==> src/rtl/dmem_arbiter.sv <==
// Two-requester round-robin arbiter in front of a single-port data memory.
// One transaction is in flight at a time; responses wait for the owner's resp_ready.
module dmem_arbiter #(
  parameter int LATENCY = 1
) (
  input  logic        clock,
  input  logic        reset_n,

  input  logic        m0_req_valid,
  output logic        m0_req_ready,
  input  logic        m0_req_wen,
  input  logic [31:0] m0_req_addr,
  input  logic [3:0]  m0_req_wstrb,
  input  logic [31:0] m0_req_wdata,
  output logic        m0_resp_valid,
  input  logic        m0_resp_ready,
  output logic [31:0] m0_resp_rdata,
  output logic        m0_resp_err,

  input  logic        m1_req_valid,
  output logic        m1_req_ready,
  input  logic        m1_req_wen,
  input  logic [31:0] m1_req_addr,
  input  logic [3:0]  m1_req_wstrb,
  input  logic [31:0] m1_req_wdata,
  output logic        m1_resp_valid,
  input  logic        m1_resp_ready,
  output logic [31:0] m1_resp_rdata,
  output logic        m1_resp_err,

  output logic        dmem_ren,
  output logic [31:0] dmem_raddr,
  input  logic [31:0] dmem_rdata,
  output logic        dmem_wen,
  output logic [31:0] dmem_waddr,
  output logic [31:0] dmem_wstrb,
  output logic [31:0] dmem_wdata,

  output logic        busy
);

  localparam logic [1:0] IDLE  = 2'd0;
  localparam logic [1:0] ISSUE = 2'd1;
  localparam logic [1:0] WAIT  = 2'd2;
  localparam logic [1:0] RESP  = 2'd3;

  // WAIT runs for cnt+1 cycles, so preload LATENCY-2 to get LATENCY-1 wait cycles.
  localparam logic [3:0] WAIT_INIT = (LATENCY > 1) ? 4'(LATENCY - 2) : 4'd0;

  logic [1:0]  state;
  logic [3:0]  cnt;
  logic        last_grant;
  logic        owner;
  logic        cap_wen;
  logic [31:0] cap_addr;
  logic [3:0]  cap_wstrb;
  logic [31:0] cap_wdata;
  logic [31:0] rdata_q;
  logic        err_q;

  logic        grant;
  logic        accept;
  logic        misaligned;
  logic        resp_take;
  logic        sel_wen;
  logic [31:0] sel_addr;
  logic [3:0]  sel_wstrb;
  logic [31:0] sel_wdata;

  // On a tie the requester that did not win last time gets the grant.
  always_comb begin
    grant = 1'b0;
    if (m0_req_valid && m1_req_valid) begin
      grant = ~last_grant;
    end else if (m1_req_valid) begin
      grant = 1'b1;
    end
  end

  assign m0_req_ready = (state == IDLE) && m0_req_valid && !grant;
  assign m1_req_ready = (state == IDLE) && m1_req_valid &&  grant;
  assign accept       = m0_req_ready || m1_req_ready;

  assign sel_wen   = grant ? m1_req_wen   : m0_req_wen;
  assign sel_addr  = grant ? m1_req_addr  : m0_req_addr;
  assign sel_wstrb = grant ? m1_req_wstrb : m0_req_wstrb;
  assign sel_wdata = grant ? m1_req_wdata : m0_req_wdata;

  assign misaligned = |cap_addr[1:0];

  assign dmem_ren   = (state == ISSUE) && !cap_wen && !misaligned;
  assign dmem_wen   = (state == ISSUE) &&  cap_wen && !misaligned;
  assign dmem_raddr = cap_addr;
  assign dmem_waddr = cap_addr;
  assign dmem_wstrb = {28'b0, cap_wstrb};
  assign dmem_wdata = cap_wdata;

  assign m0_resp_valid = (state == RESP) && !owner;
  assign m1_resp_valid = (state == RESP) &&  owner;
  assign m0_resp_rdata = owner ? 32'd0 : rdata_q;
  assign m1_resp_rdata = owner ? rdata_q : 32'd0;
  assign m0_resp_err   = !owner && err_q;
  assign m1_resp_err   =  owner && err_q;
  assign resp_take     = (state == RESP) && (owner ? m1_resp_ready : m0_resp_ready);

  assign busy = (state != IDLE);

  always_ff @(posedge clock or negedge reset_n) begin
    if (!reset_n) begin
      state      <= IDLE;
      cnt        <= 4'd0;
      last_grant <= 1'b1;
      owner      <= 1'b0;
      cap_wen    <= 1'b0;
      cap_addr   <= 32'd0;
      cap_wstrb  <= 4'd0;
      cap_wdata  <= 32'd0;
      rdata_q    <= 32'd0;
      err_q      <= 1'b0;
    end else begin
      case (state)
        IDLE: begin
          if (accept) begin
            state      <= ISSUE;
            owner      <= grant;
            last_grant <= grant;
            cap_wen    <= sel_wen;
            cap_addr   <= sel_addr;
            cap_wstrb  <= sel_wstrb;
            cap_wdata  <= sel_wdata;
          end
        end
        ISSUE: begin
          // Writes and misaligned accesses return zero data.
          rdata_q <= (cap_wen || misaligned) ? 32'd0 : dmem_rdata;
          err_q   <= misaligned;
          cnt     <= WAIT_INIT;
          state   <= (LATENCY > 1) ? WAIT : RESP;
        end
        WAIT: begin
          if (cnt == 4'd0) begin
            state <= RESP;
          end else begin
            cnt <= cnt - 4'd1;
          end
        end
        RESP: begin
          if (resp_take) begin
            state <= IDLE;
          end
        end
      endcase
    end
  end

endmodule

==> config.mk <==
export PLATFORM = sky130hd
export DESIGN_NAME = dmem_arbiter
export DESIGN_NICKNAME = d
export VERILOG_FILES = /design/src/rtl/dmem_arbiter.sv
export SDC_FILE = /design/constraint.sdc
export NUM_CORES = 1
export LEC_CHECK = 0
export ABC_CLOCK_PERIOD_IN_PS = 1830
export BUFFER_PORTS_ARGS = -buffer_cell sky130_fd_sc_hd__buf_4
export CORE_AREA = 2 2 148 150
export DETAILED_ROUTE_END_ITERATION = 7
export DIE_AREA = 0 0 150 152
export GPL_ROUTABILITY_DRIVEN = 1
export GPL_TIMING_DRIVEN = 0
export SKIP_LAST_GASP = 1
export SYNTH_ARGS = -nofsm -noshare
export SYNTH_HDL_FRONTEND = slang
export SYNTH_SLANG_ARGS = --single-unit
==> constraint.sdc <==
create_clock -name clock -period 1.83 [get_ports clock]
set_input_delay 0.183 -clock clock [delete_from_list [all_inputs] [get_ports clock]]
set_output_delay 0.183 -clock clock [all_outputs]
set_load 0.02 [all_outputs]
# == After elaboration in Yosys (flattened, before gate mapping) ==
# Index checks and enable logic that the tools add are counted.
# W data, S select, Z words.
# word_totals
out_inout_bits,201
register_bits,110
# op_classes
n_bitwise,1
addsub,1
n_mux,16
n_reduce_logical,28
n_eq_ne,7
# op_table
cell,count
$mux W32,5
$logic_and A1 B1 Y1,14
$mux W4,2
$ne A2 B2 Y1 const B,4
$pmux W2 S4,1
$pmux W4 S2,1
$mux W2,3
$eq A2 B2 Y1 const B,2
$logic_not A1 Y1,4
$logic_not A4 Y1,1
$mux W1,4
$reduce_and A2 Y1,2
$reduce_bool A2 Y1,2
$sub A4 B1 Y4 const B,1
$reduce_and A3 Y1,1
$eq A2 B1 Y1 const B,1
$logic_not A2 Y1,1
$logic_or A1 B1 Y1,2
$reduce_or A2 Y1,1
$not A1 Y1,1

# == Depth between registers and ports, before layout ==
# depth
depth_word,7
mapped_depth,8
ltp_nobuf,5

# == Worst setup path after synthesis ==
# Ideal clock, no wire load.
# synth_timing
kind,reg-to-reg
start,reg cnt[0]
end,reg state[1]
slack_ps,-4
arrival_ps,1706
path_stages_with_launch,6
synth_period_minus_slack_ps,1834
path_cell_list,dfrtp_1 -> inv_1 -> ha_1 -> or3b_4 -> a222oi_1 -> mux2_1
# synth_between
elab_chain_len,3
# synth_rtl
item,line_no,text
start: declaration,51,logic [3:0] cnt;
start signal: assignment,144,cnt <= cnt - 4'd1;
$logic_not A4 Y1,141,if (cnt == 4'd0) begin
$ne A2 B2 Y1 (no line),n/a,
$reduce_and A3 Y1 (no line),n/a,
end signal: assignment,138,state <= (LATENCY > 1) ? WAIT : RESP;
end: declaration,50,logic [1:0] state;
# No other way between the ends.
# A chain may end at the register's enable or synchronous reset.

# == Worst setup path after layout ==
# layout_timing
start,reg cnt[1]
end,reg state[1]
# Same word-level chain as after synthesis.

==> results.json <==
{
  "pre_cts_slack_ns": -0.656,
  "synth.area.mux_share": 0.133,
  "ioPinCount": 377,
  "h-tree-depth": 3,
  "critPathLaunch": "cnt[1]",
  "overflow": 0,
  "portBuffers": 348,
  "final_common_cell": "buf_4",
  "final_max_slew_viol_count": 0,
  "slew_headroom": 0.619,
  "synthAdderAreaFrac": 0.0153,
  "root_buffer": "clkbuf_16",
  "core_area_um2": 21400,
  "hold_viol": 0,
  "worstMarginPinSlew_ns": 0.572,
  "yosysSeqAreaShare": 0.480,
  "cts.path.max_buffers": 2,
  "r2r_slack_ns": -0.01,
  "drc": 0,
  "period_needed_ns": 1.84,
  "cp-start-kind": "flop",
  "hp-class": "in -> reg",
  "worst_slack_ns": -0.0117,
  "nNetsFinal": 1208,
  "start_util": 0.268,
  "drt-initial-drc-count": 172,
  "multi_input_area_um2": 2400,
  "diodes": 0,
  "holdPathStages": 3,
  "fmax_mhz": 543,
  "synth_compound_area_frac": 0.0954,
  "detail-route-antenna-nets": 0,
  "grt_first_pass_wirelength_um": 31000,
  "wirelength_um": 20800,
  "row_count": 54,
  "maxCapViolCount": 0,
  "synth_enable_flop_cells": 0,
  "syn_avg_cell_area_um2": 9.20,
  "clock_skew_ns": 0.0112,
  "outcome": "finished, violations left",
  "gp_congestion": 0.800,
  "grt_max_degree": 57,
  "synth-seq-cells": 110,
  "p_leak_nw": 5.01,
  "crit_end": "state[1]",
  "syn_area_um2": 5730,
  "crit_fanout": 2,
  "clk_pin_slew_ns": 0.08,
  "grt_pass1_vias": 5634,
  "hpwl_um": 16400,
  "p_total_mw": 14.5,
  "syn_to_final_growth_pct": 63.3,
  "routed_via_density": 4.25,
  "p_per_area_nw_per_um2": 1550,
  "dr.pass1.iters": 4,
  "synth_top_family_by_area": "simple AND/OR/NAND/NOR gates",
  "yosys_warnings": 0,
  "antenna_found_initial": 0,
  "setup_viol": 1,
  "violations": "setup timing",
  "insertion_delay_ns": 0.35,
  "post_drt_wl_per_cell_um": 15.9,
  "mostFrequentLayoutCells": "buf_4 (422), dfrtp_1 (108), nand2_1 (107)",
  "synthCells": 623,
  "cp.required_ns": 2.06,
  "hold_start": "dmem_rdata[23]",
  "cts_tree": "done",
  "synthArstFlopShare": 1.00,
  "grt.total_usage": 0.176,
  "cts_buffers": 9,
  "whs_ns": 0.0300,
  "vias": 5573,
  "nFillCells": 2161,
  "crit_arrival_ns": 2.07,
  "crit_type": "reg -> reg",
  "regToRegEndpoint": "state[1]",
  "rsz0062_at_grt": "true",
  "rr_worst_depth": 5,
  "worst_ir_drop_vdd_mv": 0.702,
  "synth_xor_area_frac": 0,
  "fin_crit_sh": 1.01,
  "drive_gt1_frac": 0.464,
  "synth_ff_type": "dfrtp_1",
  "regToRegStartpoint": "cnt[1]",
  "synth-simple-area-share": 0.145,
  "cts.sink_count": 110,
  "fp.dieW_um": 150,
  "fin_util": 0.438,
  "die_y_um": 152,
  "dieArea_um2": 22800,
  "synth_cell_types": 28,
  "end_kind": "flop",
  "seqCellArea_um2": 2760
}
sequential cells by signal (all words and copies together), names as in the netlist:
name,count
cap_wen,1
last_grant,1
state,2
dmem_raddr,32
cnt,4
err_q,1
cap_wstrb,4
dmem_wdata,32
owner,1
rdata_q,32
per-stage QoR:
stage	cells	instance area [um2]	TNS, ns
floorplan	650	5830	-0.00362
global placement	1278	8800	-41.87
detailed placement	1279	8830	-45.45
CTS	1303	9280	-0.329
global route	1310	9360	-0.144
finish	1310	9360	-0.0117
cells by family after synthesis:
kind of cell / Yosys count
flops: 110
compound gates: 107
other cells: 1
fa+ha+maj: 7
buf+inv: 134
simple gates: 188
mux: 76
timing repair:
item	4_1_cts	5_1_grt
setup endpoints to repair	115	74
hold buffers	1	0
setup buffers	7	7
pin swaps	2	2
hold endpoints to repair	53	0
gates resized for setup	36	14
routing by layer:
| layer | track usage | up-vias | wire (um) |
|---|---|---|---|
| met2 | 0.319 | 239 | 10800 |
| li1 | - | 2731 | - |
| met5 | 0 | - | 0 |
| met4 | 0.0584 | 0 | 401 |
| met3 | 0.0471 | 20 | 1780 |
| met1 | 0.197 | 2583 | 7860 |
power breakdown:
part / switching (mW) / total [mW] / internal (mW) / leakage, nW
clock: 0.975 / 1.93 / 0.952 / 0.136
combinational: 4.68 / 8.33 / 3.65 / 3.47
sequential: 0.753 / 4.25 / 3.50 / 1.40
area by class of cell:
cell class | instances | share of cell area
sequential | 110 | 0.294
timing repair buffer | 364 | 0.295
multi-input combinational | 406 | 0.256
clock buffer | 10 | 0.0245
clock inverter | 6 | 0.00575
buffer | 97 | 0.0718
tap | 280 | 0.0374
inverter | 37 | 0.0148
synthesized netlist by cell type, drive strengths merged (2+ instances only):
| cell | number | area share |
|---|---|---|
| nand2 | 107 | 0.070 |
| and2 | 36 | 0.039 |
| buf | 75 | 0.092 |
| inv | 37 | 0.024 |
| nor2 | 36 | 0.024 |
| mux2i | 75 | 0.13 |
| ha | 7 | 0.015 |
| nor2b | 2 | 0.0022 |
| nand3 | 2 | 0.0017 |
| clkbuf | 22 | 0.014 |
| dfrtp | 109 | 0.48 |
| o21ai | 102 | 0.089 |
worst min path at each step:
stage | slack (ns) | end
after floorplan | -0.11 | cap_wen
after global placement | 0.38 | last_grant
after detailed placement | 0.19 | rdata_q[10]
after CTS | 0.01 | rdata_q[23]
after global routing | 0.03 | rdata_q[23]
final | 0.03 | rdata_q[23]
worst max-delay path, cell delays in order (launching register included):
cell and delay [ns]:
dfrtp_1 0.40, inv_2 0.09, ha_4 0.12, or3b_4 0.37, a222oi_1 0.38, mux2_1 0.36
Power figures use the tool's default switching activity.
